**src/rtl/axi_dio_regs.sv**
```systemverilog
// AXI4-Lite register bank for an SPI master: configuration, TX/RX words and
// sticky status. Write and read channels run independent two-state FSMs.
module axi_dio_regs (
    input  logic        GCLK,
    input  logic        RST,
    input  logic [4:0]  AWADDR,
    input  logic        AWVALID,
    output logic        AWREADY,
    input  logic [31:0] WDATA,
    input  logic        WVALID,
    output logic        WREADY,
    output logic [1:0]  BRESP,
    output logic        BVALID,
    input  logic        BREADY,
    input  logic [4:0]  ARADDR,
    input  logic        ARVALID,
    output logic        ARREADY,
    output logic [31:0] RDATA,
    output logic [1:0]  RRESP,
    output logic        RVALID,
    input  logic        RREADY,
    output logic        start_out,
    output logic [1:0]  spi_mode_out,
    output logic [1:0]  sck_speed_out,
    output logic [1:0]  word_len_out,
    output logic [7:0]  IFG_out,
    output logic [7:0]  CS_SCK_out,
    output logic [7:0]  SCK_CS_out,
    output logic [31:0] mosi_data_out,
    input  logic        busy_in,
    input  logic [31:0] miso_data_in
);
    localparam logic [2:0] A_CTRL   = 3'd0;
    localparam logic [2:0] A_TIMING = 3'd1;
    localparam logic [2:0] A_TXDATA = 3'd2;
    localparam logic [2:0] A_RXDATA = 3'd3;
    localparam logic [2:0] A_STATUS = 3'd4;
    localparam logic [1:0] OKAY     = 2'b00;
    localparam logic [1:0] SLVERR   = 2'b10;

    typedef enum logic {W_IDLE = 1'b0, W_RESP = 1'b1} w_state_e;
    typedef enum logic {R_IDLE = 1'b0, R_DATA = 1'b1} r_state_e;

    w_state_e    w_state_q, w_state_d;
    r_state_e    r_state_q, r_state_d;
    logic [5:0]  ctrl_q;
    logic [23:0] timing_q;
    logic [31:0] txdata_q, rxdata_q, rdata_q, rdata_d;
    logic [1:0]  bresp_q, rresp_q, rresp_d;
    logic        done_q, start_err_q, start_q, busy_prev_q;
    logic        wr_hs, rd_hs, busy_fall, cfg_sel, wr_err;
    logic        ctrl_we, timing_we, txdata_we, status_we, start_fire, start_err_set;
    logic [2:0]  w_idx, r_idx;
    logic        unused_addr_bits;

    assign w_idx            = AWADDR[4:2];
    assign r_idx            = ARADDR[4:2];
    assign unused_addr_bits = ^{AWADDR[1:0], ARADDR[1:0]};
    assign wr_hs            = AWREADY;
    assign rd_hs            = ARVALID && ARREADY;
    assign busy_fall        = busy_prev_q && !busy_in;

    always_ff @(posedge GCLK or negedge RST) begin
        if (!RST) begin
            w_state_q <= W_IDLE;
            r_state_q <= R_IDLE;
        end else begin
            w_state_q <= w_state_d;
            r_state_q <= r_state_d;
        end
    end

    always_comb begin
        w_state_d = w_state_q;
        case (w_state_q)
            W_IDLE:  if (wr_hs) w_state_d = W_RESP;
            W_RESP:  if (BREADY) w_state_d = W_IDLE;
            default: w_state_d = W_IDLE;
        endcase
        r_state_d = r_state_q;
        case (r_state_q)
            R_IDLE:  if (rd_hs) r_state_d = R_DATA;
            R_DATA:  if (RREADY) r_state_d = R_IDLE;
            default: r_state_d = R_IDLE;
        endcase
    end

    // AW and W are accepted together only; RST gating keeps readies low in reset.
    always_comb begin
        AWREADY = RST && (w_state_q == W_IDLE) && AWVALID && WVALID;
        WREADY  = AWREADY;
        BVALID  = (w_state_q == W_RESP);
        ARREADY = RST && (r_state_q == R_IDLE);
        RVALID  = (r_state_q == R_DATA);
    end

    always_comb begin
        ctrl_we       = 1'b0;
        timing_we     = 1'b0;
        txdata_we     = 1'b0;
        status_we     = 1'b0;
        start_fire    = 1'b0;
        start_err_set = 1'b0;
        wr_err        = 1'b0;
        cfg_sel       = (w_idx == A_CTRL) || (w_idx == A_TIMING) || (w_idx == A_TXDATA);
        if (wr_hs) begin
            if (cfg_sel && busy_in) begin
                wr_err        = 1'b1;
                start_err_set = (w_idx == A_CTRL) && WDATA[8];
            end else begin
                case (w_idx)
                    A_CTRL:   begin ctrl_we = 1'b1; start_fire = WDATA[8]; end
                    A_TIMING: timing_we = 1'b1;
                    A_TXDATA: txdata_we = 1'b1;
                    A_STATUS: status_we = 1'b1;
                    default:  wr_err = 1'b1;
                endcase
            end
        end
    end

    always_comb begin
        rdata_d = '0;
        rresp_d = OKAY;
        case (r_idx)
            A_CTRL:   rdata_d = {26'b0, ctrl_q};
            A_TIMING: rdata_d = {8'b0, timing_q};
            A_TXDATA: rdata_d = txdata_q;
            A_RXDATA: rdata_d = rxdata_q;
            A_STATUS: rdata_d = {29'b0, start_err_q, done_q, busy_in};
            default:  rresp_d = SLVERR;
        endcase
    end

    always_ff @(posedge GCLK or negedge RST) begin
        if (!RST) begin
            ctrl_q      <= '0;
            timing_q    <= '0;
            txdata_q    <= '0;
            rxdata_q    <= '0;
            done_q      <= 1'b0;
            start_err_q <= 1'b0;
            start_q     <= 1'b0;
            busy_prev_q <= 1'b0;
            bresp_q     <= OKAY;
            rresp_q     <= OKAY;
            rdata_q     <= '0;
        end else begin
            busy_prev_q <= busy_in;
            start_q     <= start_fire;
            if (ctrl_we)   ctrl_q   <= WDATA[5:0];
            if (timing_we) timing_q <= WDATA[23:0];
            if (txdata_we) txdata_q <= WDATA;
            if (busy_fall) rxdata_q <= miso_data_in;
            // A set in the same cycle as a W1C clear wins.
            done_q      <= busy_fall | (done_q & ~(status_we & WDATA[1]));
            start_err_q <= start_err_set | (start_err_q & ~(status_we & WDATA[2]));
            if (wr_hs) bresp_q <= wr_err ? SLVERR : OKAY;
            if (rd_hs) begin
                rdata_q <= rdata_d;
                rresp_q <= rresp_d;
            end
        end
    end

    assign BRESP         = bresp_q;
    assign RDATA         = rdata_q;
    assign RRESP         = rresp_q;
    assign start_out     = start_q;
    assign spi_mode_out  = ctrl_q[1:0];
    assign sck_speed_out = ctrl_q[3:2];
    assign word_len_out  = ctrl_q[5:4];
    assign IFG_out       = timing_q[7:0];
    assign CS_SCK_out    = timing_q[15:8];
    assign SCK_CS_out    = timing_q[23:16];
    assign mosi_data_out = txdata_q;
endmodule

```
**config.mk**
```make
export PLATFORM = sky130hd
export DESIGN_NAME = axi_dio_regs
export DESIGN_NICKNAME = d
export VERILOG_FILES = /design/src/rtl/axi_dio_regs.sv
export SDC_FILE = /design/constraint.sdc
export NUM_CORES = 1
export LEC_CHECK = 0
export BUFFER_PORTS_ARGS = -buffer_cell sky130_fd_sc_hd__buf_2
export CORE_MARGIN = 4
export CORE_UTILIZATION = 40
export DETAILED_ROUTE_END_ITERATION = 10
export GPL_TIMING_DRIVEN = 0
export PLACE_DENSITY_LB_ADDON = 0.05
export SETUP_SLACK_MARGIN = 0.15
export SLEW_MARGIN = 20
export SYNTH_ARGS = -nofsm -noshare
export SYNTH_HDL_FRONTEND = slang
export SYNTH_SLANG_ARGS = --single-unit
```
**constraint.sdc**
```tcl
create_clock -name GCLK -period 2.1 [get_ports GCLK]
set_input_delay 0.21 -clock GCLK [delete_from_list [all_inputs] [get_ports GCLK]]
set_output_delay 0.21 -clock GCLK [all_outputs]
set_load 0.005 [all_outputs]
```
==> flow_summary_export.csv, run 1 <==
group,metric,value,unit
status,status,"complete, but fails checks",
status,violations,"negative hold slack",
placed_design,port_buffers,178,
yosys,ys_top_cells_by_area,"dfrtp_1, mux2_2, mux2_1",
timing,grt_setup_unrepaired,"no",
route,post-route-drc-count,0,
clock_network,cts.reportedPaths.clkPinSlew,0.06,ns
power,leakage,3.92,nW
layout,final_common_cell,"buf_2",
clock_network,postCtsHoldBufs,12,
worst_setup_path,crit_start,"BVALID",
floorplan,rows,43,
global_route,grt_pass1_wl,24400,µm
layout,final_nets,709,
layout,final_cell_mix,"buf_2, dfrtp_1, mux2_2",
timing,final.min_clock_period,1.82,ns
floorplan,die_w,127,µm
layout,drive_gt1_frac,0.465,
yosys,yosysWarnings,0,
timing,setup_viol,0,
clock_network,clock_path_buffers,2,
clock_network,htree_levels,4,
timing,tightestPinTransition,0.719,ns
route,vias,4116,
timing,drv_slew,0,
worst_setup_path,start_kind,"flip-flop",
yosys,ys_seq_area_frac,0.592,
placed_design,pre_cts_ws,-0.0499,ns
timing,setup_slack,0.277,ns
worst_setup_path,worst-path-max-fanout,11,
power,p_comb_frac,0.137,
clock_network,post_cts_resized,0,
route,finalWirelength,15600,µm
yosys,syn-cell-area,0.00566,mm²
global_route,gr-total-overflow,0,
timing,skew,0.0144,ns
timing,setup_tns,0,ns
clock_network,root_buffer,"clkbuf_16",
yosys,avgSynthCellArea,13.7,µm²
yosys,yosysTopAreaCellShare,0.592,
power,switching_share,0.240,
floorplan,die_y,127,µm
route,viasPerCell,5.03,
job,maxCapViolations,0,
worst_setup_path,worstSetupEndpointType,"flip-flop",
worst_setup_path,cp.arrival,2.11,ns
placed_design,globalplace.congestion,0.791,
global_route,grt_pass1_vias,4313,
timing,holdWs,-0.158,ns
timing,fin_crit_sh,0.868,
layout,fin_area,0.00759,mm²
clock_network,cts_buffers,17,
power,power.internal,5.35,mW
yosys,synth-seq-cells,134,
route,drt-pass1-iter-count,4,
layout,area_growth,34.0,%
power,p_per_area,928,mW/mm²
yosys,yosysUniqueCellTypes,37,
layout,final_cells,819,
worst_setup_path,criticalPathCategory,"reg2reg",
clock_network,tritoncts,"yes",
layout,antenna_cells,0,
min_path,min_path_type,"in2async",
worst_setup_path,critPathRequiredTime,2.39,ns
power,power_frac_seq,0.440,
timing,fmax,549,MHz
worst_setup_path,r2r-start,"BVALID",
power,p_switching,1.69,mW
power,p_clk_frac,0.422,
placed_design,placed_cells,773,
floorplan,dieArea,0.0161,mm²
global_route,grt_use_total,0.198,
global_route,antenna_found_initial,0,
clock_network,clock_latency,0.41,ns
route,routedWlPerCell,19.0,µm
placed_design,place_area,0.00682,mm²
power,ir_drop,799,µV
floorplan,io-pin-count,186,
route,drtIter0Drc,199,
timing,relSlewSlack,0.521,
floorplan,coreArea,0.0139,mm²
global_route,grt_max_degree,100,
yosys,synth_top_area_cell,"dfrtp_1",
clock_network,cts.sink_count,134,
route,ant_nets,0,
placed_design,hpwl,11000,µm
yosys,syn_inst,413,
floorplan,start_util,0.408,
timing,final-hold-violation-count,95,
## cell usage after synthesis (all sizes together)
library cell,number
nand3,2
nor2,4
nor3b,1
nand4bb,1
clkbuf,8
mux4,3
conb,1
a21boi,1
a32oi,3
or3,3
dfrtp,134
and4bb,1
o211ai,3
a22oi,18
a21oi,1
a22o,3
mux2i,11
o21ai,28
a31oi,2
and4,1
nor2b,4
a21o,2
and4b,1
buf,19
nand4,2
nand3b,1
nand4b,2
mux2,115
or2,1
nand2,31
inv,5
a2bb2oi,1
## logic make-up after synthesis
group / share of synthesized area
AOI/OAI and AO/OA: 0.0705
and+or+nand+nor: 0.0504
buffers and inverters: 0.0265
muxes: 0.260
other: 0.000662
DFF: 0.592
## critical path, cell delays in order (launching register included)
cell	delay, ns
dfrtp_1	0.38
and4b_1	0.27
buf_4	0.18
nand4b_2	0.21
buf_2	0.30
mux2_1	0.34
## per-stage QoR
stage / util / total power, mW
finish: 0.547 / 7.04
global route: 0.547 / 7.37
CTS: 0.545 / 7.14
detailed placement: 0.491 / 4.10
global placement: 0.489 / 4.05
floorplan: - / 3.57
## sequential cells by signal, indices dropped and copies added, names as in the netlist, 6 cells and up
signal         flops
mosi_data_out     32
ctrl_q             6
rxdata_q          32
RDATA             32
timing_q          24
## timing repair
action / 4_1_cts / 5_1_grt
endpoints found under the hold margin: 48 / 95
setup buffers: 0 / 3
setup endpoints to repair: 1 / 20
pin swaps: 1 / 1
## final cells by class
class / instances / area (µm²)
Tap cell: 180 / 225
Sequential cell: 134 / 3350
Buffer: 27 / 131
Timing Repair Buffer: 194 / 1090
Multi-Input combinational cell: 248 / 2160
Clock buffer: 23 / 508
Fill cell: 1262 / 6290
Inverter: 5 / 18.8
Clock inverter: 8 / 95.1
## routing by layer
metal  up-vias  GRT usage  routed length [µm]
met5         -          0                   0
met4         0     0.0416                 114
met3         9     0.0631                 917
met2       114      0.324                7520
met1      2072      0.262                7050
li1       1921          -                   -
## power groups by stage
| stage | registers, mW | clock network [mW] | logic (mW) |
|---|---|---|---|
| after detailed placement | 3.15 | 0 | 0.957 |
| after global routing | 3.14 | 3.16 | 1.07 |
| after floorplan | 3.12 | 0 | 0.445 |
| after global placement | 3.13 | 0 | 0.928 |
| final | 3.10 | 2.97 | 0.965 |
| after CTS | 3.10 | 3.05 | 0.989 |
## final timing paths
| kind | end | slack, ns | cells past startpoint |
|---|---|---|---|
| max | mosi_data_out[13] | 0.28 | 5 |
| min | timing_q[11] | -0.16 | 2 |
| max reg2reg | mosi_data_out[13] | 0.28 | 5 |
| min reg2reg | RDATA[29] | 0.48 | 2 |
| max in group asynchronous | RVALID | 1.42 | 4 |
| min in group GCLK | mosi_data_out[18] | 0.02 | 2 |
Power figures use the tool's default switching activity.
==> run 2: changes to the inputs <==
PLACE_DENSITY = 0.73   (was unset)
PLACE_DENSITY_LB_ADDON = unset   (was 0.05)
==> flow_summary_export.csv, run 2 (synthesis results as in run 1) <==
group,metric,value,unit
route,vias,4213,
layout,post-route-util,0.549,
route,drtIter0Drc,227,
power,ir_drop,496,µV
global_route,busiest_layer,"met2",
global_route,grt_pass1_wl,24800,µm
worst_setup_path,worst-path-max-fanout,11,
clock_network,postCtsHoldBufs,8,
clock_network,clock_latency,0.42,ns
worst_setup_path,r2r-end,"mosi_data_out[25]",
placed_design,globalplace.congestion,0.802,
worst_setup_path,cp.arrival,2.10,ns
layout,area_growth,34.5,%
route,post-route-drc-count,0,
worst_setup_path,criticalPathCategory,"reg2reg",
floorplan,rows,43,
timing,relSlewSlack,0.503,
clock_network,htree_levels,4,
timing,final-hold-violation-count,69,
global_route,antenna_found_initial,0,
global_route,gr-total-overflow,0,
worst_setup_path,crit_start,"BVALID",
layout,drive_gt1_frac,0.463,
global_route,met2_usage,0.340,
worst_setup_path,r2r-start,"BVALID",
global_route,grt_use_total,0.201,
floorplan,coreArea,0.0139,mm²
timing,fmax,556,MHz
min_path,min_path_type,"in2async",
clock_network,cts_buffers,17,
route,drt-pass1-iter-count,4,
layout,final_common_cell,"buf_2",
worst_setup_path,regToRegSetupSlack,0.30,ns
global_route,grt_max_degree,64,
timing,drv_slew,0,
timing,fin_crit_sh,0.857,
route,ant_nets,0,
floorplan,die_y,127,µm
clock_network,cts.reportedPaths.clkPinSlew,0.06,ns
timing,tightestPinTransition,0.745,ns
timing,skew,0.0128,ns
worst_setup_path,worstSetupEndpointType,"flip-flop",
global_route,grt_use_met1,0.253,
job,maxCapViolations,0,
floorplan,dieArea,0.0161,mm²
power,p_per_area,956,mW/mm²
layout,final_nets,706,
worst_setup_path,critPathRequiredTime,2.40,ns
timing,final.min_clock_period,1.80,ns
worst_setup_path,rr_worst_depth,5,
route,routedWlPerCell,19.4,µm
global_route,met3_usage,0.0560,
route,viasPerCell,5.16,
status,violations,"negative hold slack",
route,finalWirelength,15800,µm
clock_network,tritoncts,"yes",
clock_network,cts.sink_count,134,
global_route,grt_pass1_vias,4499,
power,leakage,3.94,nW
clock_network,clock_path_buffers,2,
timing,holdWs,-0.331,ns
floorplan,start_util,0.408,
floorplan,io-pin-count,186,
status,status,"complete, but fails checks",
layout,antenna_cells,0,
placed_design,hpwl,11200,µm
floorplan,die_w,127,µm
timing,grt_setup_unrepaired,"no",
clock_network,root_buffer,"clkbuf_16",
layout,final_cell_mix,"buf_2, dfrtp_1, mux2_2",
timing,setup_viol,0,
worst_setup_path,start_kind,"flip-flop",
placed_design,port_buffers,178,
run 2: critical path, cell delays in order (launching register included):
cell	delay (ns)
dfrtp_1	0.39
and4b_1	0.27
buf_4	0.18
nand4b_4	0.20
buf_2	0.28
mux2_1	0.35
run 2: stage by stage:
step	cell area [µm²]	setup slack [ns]	setup TNS (ns)	cells	power (mW)
2_1_floorplan	5670	0.511	0	414	3.57
3_3_place_gp	6780	-2.03	-310.41	772	4.04
3_5_place_dp	6820	-0.515	-27.61	773	4.10
4_1_cts	7590	0.156	0	814	7.35
5_1_grt	7620	0.180	0	817	7.61
6_report	7620	0.301	0	817	7.28
run 2: cell type report:
| type | count | area [µm²] |
|---|---|---|
| fill | 1181 | 6260 |
| sequential | 134 | 3350 |
| multi-input combinational | 248 | 2170 |
| timing repair buffer | 191 | 1070 |
| clock buffer | 24 | 502 |
| tap | 180 | 225 |
| clock inverter | 8 | 143 |
| buffer | 27 | 134 |
| inverter | 5 | 18.8 |
run 2: how the worst max path moves through the flow:
stage                                   end  slack [ns]
after floorplan            mosi_data_out[0]        0.51
after detailed placement  mosi_data_out[16]       -0.51
after global routing      mosi_data_out[25]        0.18
after CTS                       timing_q[6]        0.16
final                     mosi_data_out[25]        0.30
after global placement    mosi_data_out[15]       -2.03
run 2: timing repair:
action                                  in CTS  in global routing
hold endpoints to repair                    69                 61
resized for setup                            2                  1
buffers inserted                             0                  3
cloned                                       1                  0
pin swaps                                    0                  1
endpoints found under the setup margin      50                 50
run 2: where the power goes:
group	leakage [nW]	total, mW	internal, mW	switching [mW]
registers	1.74	3.10	2.90	0.206
clock network	0.316	3.21	2.14	1.07
logic	1.89	0.970	0.528	0.442
run 2: metal layers:
metal / share of wire / vias to the layer above / wire, µm
met4: 0.011 / 0 / 173
li1: - / 1911 / -
met1: 0.42 / 2150 / 6660
met5: 0 / - / 0
met3: 0.058 / 14 / 912
met2: 0.51 / 138 / 8080
==> run 3: changes to the inputs <==
CTS_CLUSTER_SIZE = 16   (was unset)
clock period = 2.2 ns   (was 2.1 ns; I/O delays follow)
==> flow_summary_export.csv, run 3 (synthesis results as in run 1) <==
group,metric,value,unit
status,status,"completed",
clock_network,clock_latency,0.42,ns
worst_setup_path,max_stage_delay,0.52,ns
global_route,grt_pass1_vias,4525,
timing,relSlewSlack,0.513,
worst_setup_path,criticalPathCategory,"in2reg",
floorplan,die_w,127,µm
worst_setup_path,setup.worst_path.end,"rxdata_q[26]",
layout,area_growth,35.3,%
placed_design,hpwl,11200,µm
worst_setup_path,cp.arrival,2.11,ns
job,maxCapViolations,0,
timing,final.min_clock_period,1.82,ns
min_path,min_path_type,"in2reg",
global_route,grt_max_degree,62,
global_route,antenna_found_initial,0,
route,viasPerCell,5.15,
timing,setup_tns,0,ns
global_route,busiest_layer,"met2",
worst_setup_path,cp_common_cell,"buf_2",
route,drt-pass1-iter-count,4,
timing,tightestPinTransition,0.731,ns
worst_setup_path,regToRegSetupSlack,0.40,ns
layout,drive_gt1_frac,0.468,
worst_setup_path,worst-path-max-fanout,10,
timing,skew,0.00949,ns
layout,multi_input_area,0.00217,mm²
route,ant_nets,0,
timing,grt_setup_unrepaired,"no",
timing,fmax,550,MHz
global_route,gr-total-overflow,0,
route,post-route-drc-count,0,
global_route,grt_use_total,0.201,
floorplan,start_util,0.408,
timing,drv_slew,0,
worst_setup_path,r2r-start,"BVALID",
route,finalWirelength,15800,µm
layout,antenna_cells,0,
worst_setup_path,crit_family,"buffers and inverters",
worst_setup_path,critPathRequiredTime,2.49,ns
power,ir_drop,470,µV
layout,final_nets,706,
placed_design,globalplace.congestion,0.802,
global_route,met3_usage,0.0560,
worst_setup_path,crit_cells,6,
global_route,grt_pass1_wl,24900,µm
worst_setup_path,crit_buf_inv,4,
route,routedWlPerCell,19.3,µm
floorplan,dieArea,0.0161,mm²
worst_setup_path,cpMaxStageDelayCell,"dlygate4sd3_1",
power,leakage,3.96,nW
route,drtIter0Drc,214,
worst_setup_path,r2r-end,"mosi_data_out[16]",
layout,fill_cells,1166,
worst_setup_path,rr_worst_depth,5,
power,finalPower,6.97,mW
route,vias,4209,
floorplan,rows,43,
worst_setup_path,worstSetupEndpointType,"flip-flop",
floorplan,die_y,127,µm
global_route,grt_use_met1,0.254,
floorplan,io-pin-count,186,
clock_network,htree_levels,4,
timing,setup_viol,0,
floorplan,coreArea,0.0139,mm²
clock_network,cts_buffers,17,
worst_setup_path,crit_chain,"dlygate4sd3_1 > buf_2 > nor2b_1 > clkbuf_1 > buf_2 > mux2_2",
timing,final-hold-violation-count,0,
worst_setup_path,start_kind,"input pin",
layout,seq_area,0.00335,mm²
power,p_per_area,910,mW/mm²
global_route,met2_usage,0.340,
clock_network,cts.reportedPaths.clkPinSlew,0.06,ns
placed_design,port_buffers,178,
layout,final_common_cell,"buf_2",
clock_network,cts.sink_count,134,
clock_network,clock_path_buffers,2,
timing,holdWs,0.0141,ns
clock_network,tritoncts,"yes",
placed_design,pre_cts_ws,-0.425,ns
timing,setup_slack,0.381,ns
layout,final_cell_mix,"buf_2, dfrtp_1, mux2_2",
worst_setup_path,crit_start,"busy_in",
timing,fin_crit_sh,0.827,
clock_network,root_buffer,"clkbuf_16",
run 3: worst register-to-register path, cell delays in order (launching register included):
cell and delay (ns):
dfrtp_1 0.39, and4b_1 0.27, buf_4 0.18, nand4b_4 0.20, clkbuf_4 0.30, mux2_1 0.35
run 3: cell type report:
| class | instances | area share |
|---|---|---|
| clock buffer | 24 | 0.0655 |
| sequential | 134 | 0.438 |
| tap | 180 | 0.0294 |
| buffer | 27 | 0.0175 |
| inverter | 5 | 0.00245 |
| timing repair buffer | 191 | 0.145 |
| clock inverter | 8 | 0.0186 |
| multi-input combinational | 248 | 0.284 |
run 3: worst min path at each step:
stage,start,end,slack [ns],depth (start not counted)
after CTS,WDATA[31],mosi_data_out[31],0.001,2
after floorplan,RST,BRESP[1],-0.08,0
after global routing,WDATA[31],mosi_data_out[31],0.003,2
after global placement,RREADY,RVALID,0.42,2
final,WDATA[31],mosi_data_out[31],0.01,2
after detailed placement,RST,rxdata_q[3],0.18,1
run 3: what timing repair did:
item | in CTS | in global routing
gates resized for setup | 1 | 2
endpoints found under the setup margin | 50 | 31
pin swaps | 0 | 1
gates cloned | 1 | 0
setup buffers | 0 | 3
hold endpoints to repair | 63 | 0
hold buffers | 8 | 0
run 3: per-stage QoR:
stage	util	std cells	instance area, µm²
after detailed placement	0.491	773	6820
final	0.552	817	7660
after global routing	0.552	817	7660
after floorplan	-	414	5670
after global placement	0.489	772	6780
after CTS	0.550	814	7630
run 3: power by group:
group | internal [mW] | total [mW] | switching (mW) | leakage (nW)
clock | 2.04 | 3.07 | 1.03 | 0.316
sequential | 2.77 | 2.96 | 0.196 | 1.74
combinational | 0.514 | 0.938 | 0.424 | 1.91
run 3: layer usage:
| metal | vias to the layer above | routed length [µm] |
|---|---|---|
| li1 | 1916 | - |
| met1 | 2138 | 6610 |
| met2 | 139 | 8050 |
| met3 | 16 | 966 |
| met4 | 0 | 177 |
| met5 | - | 0 |
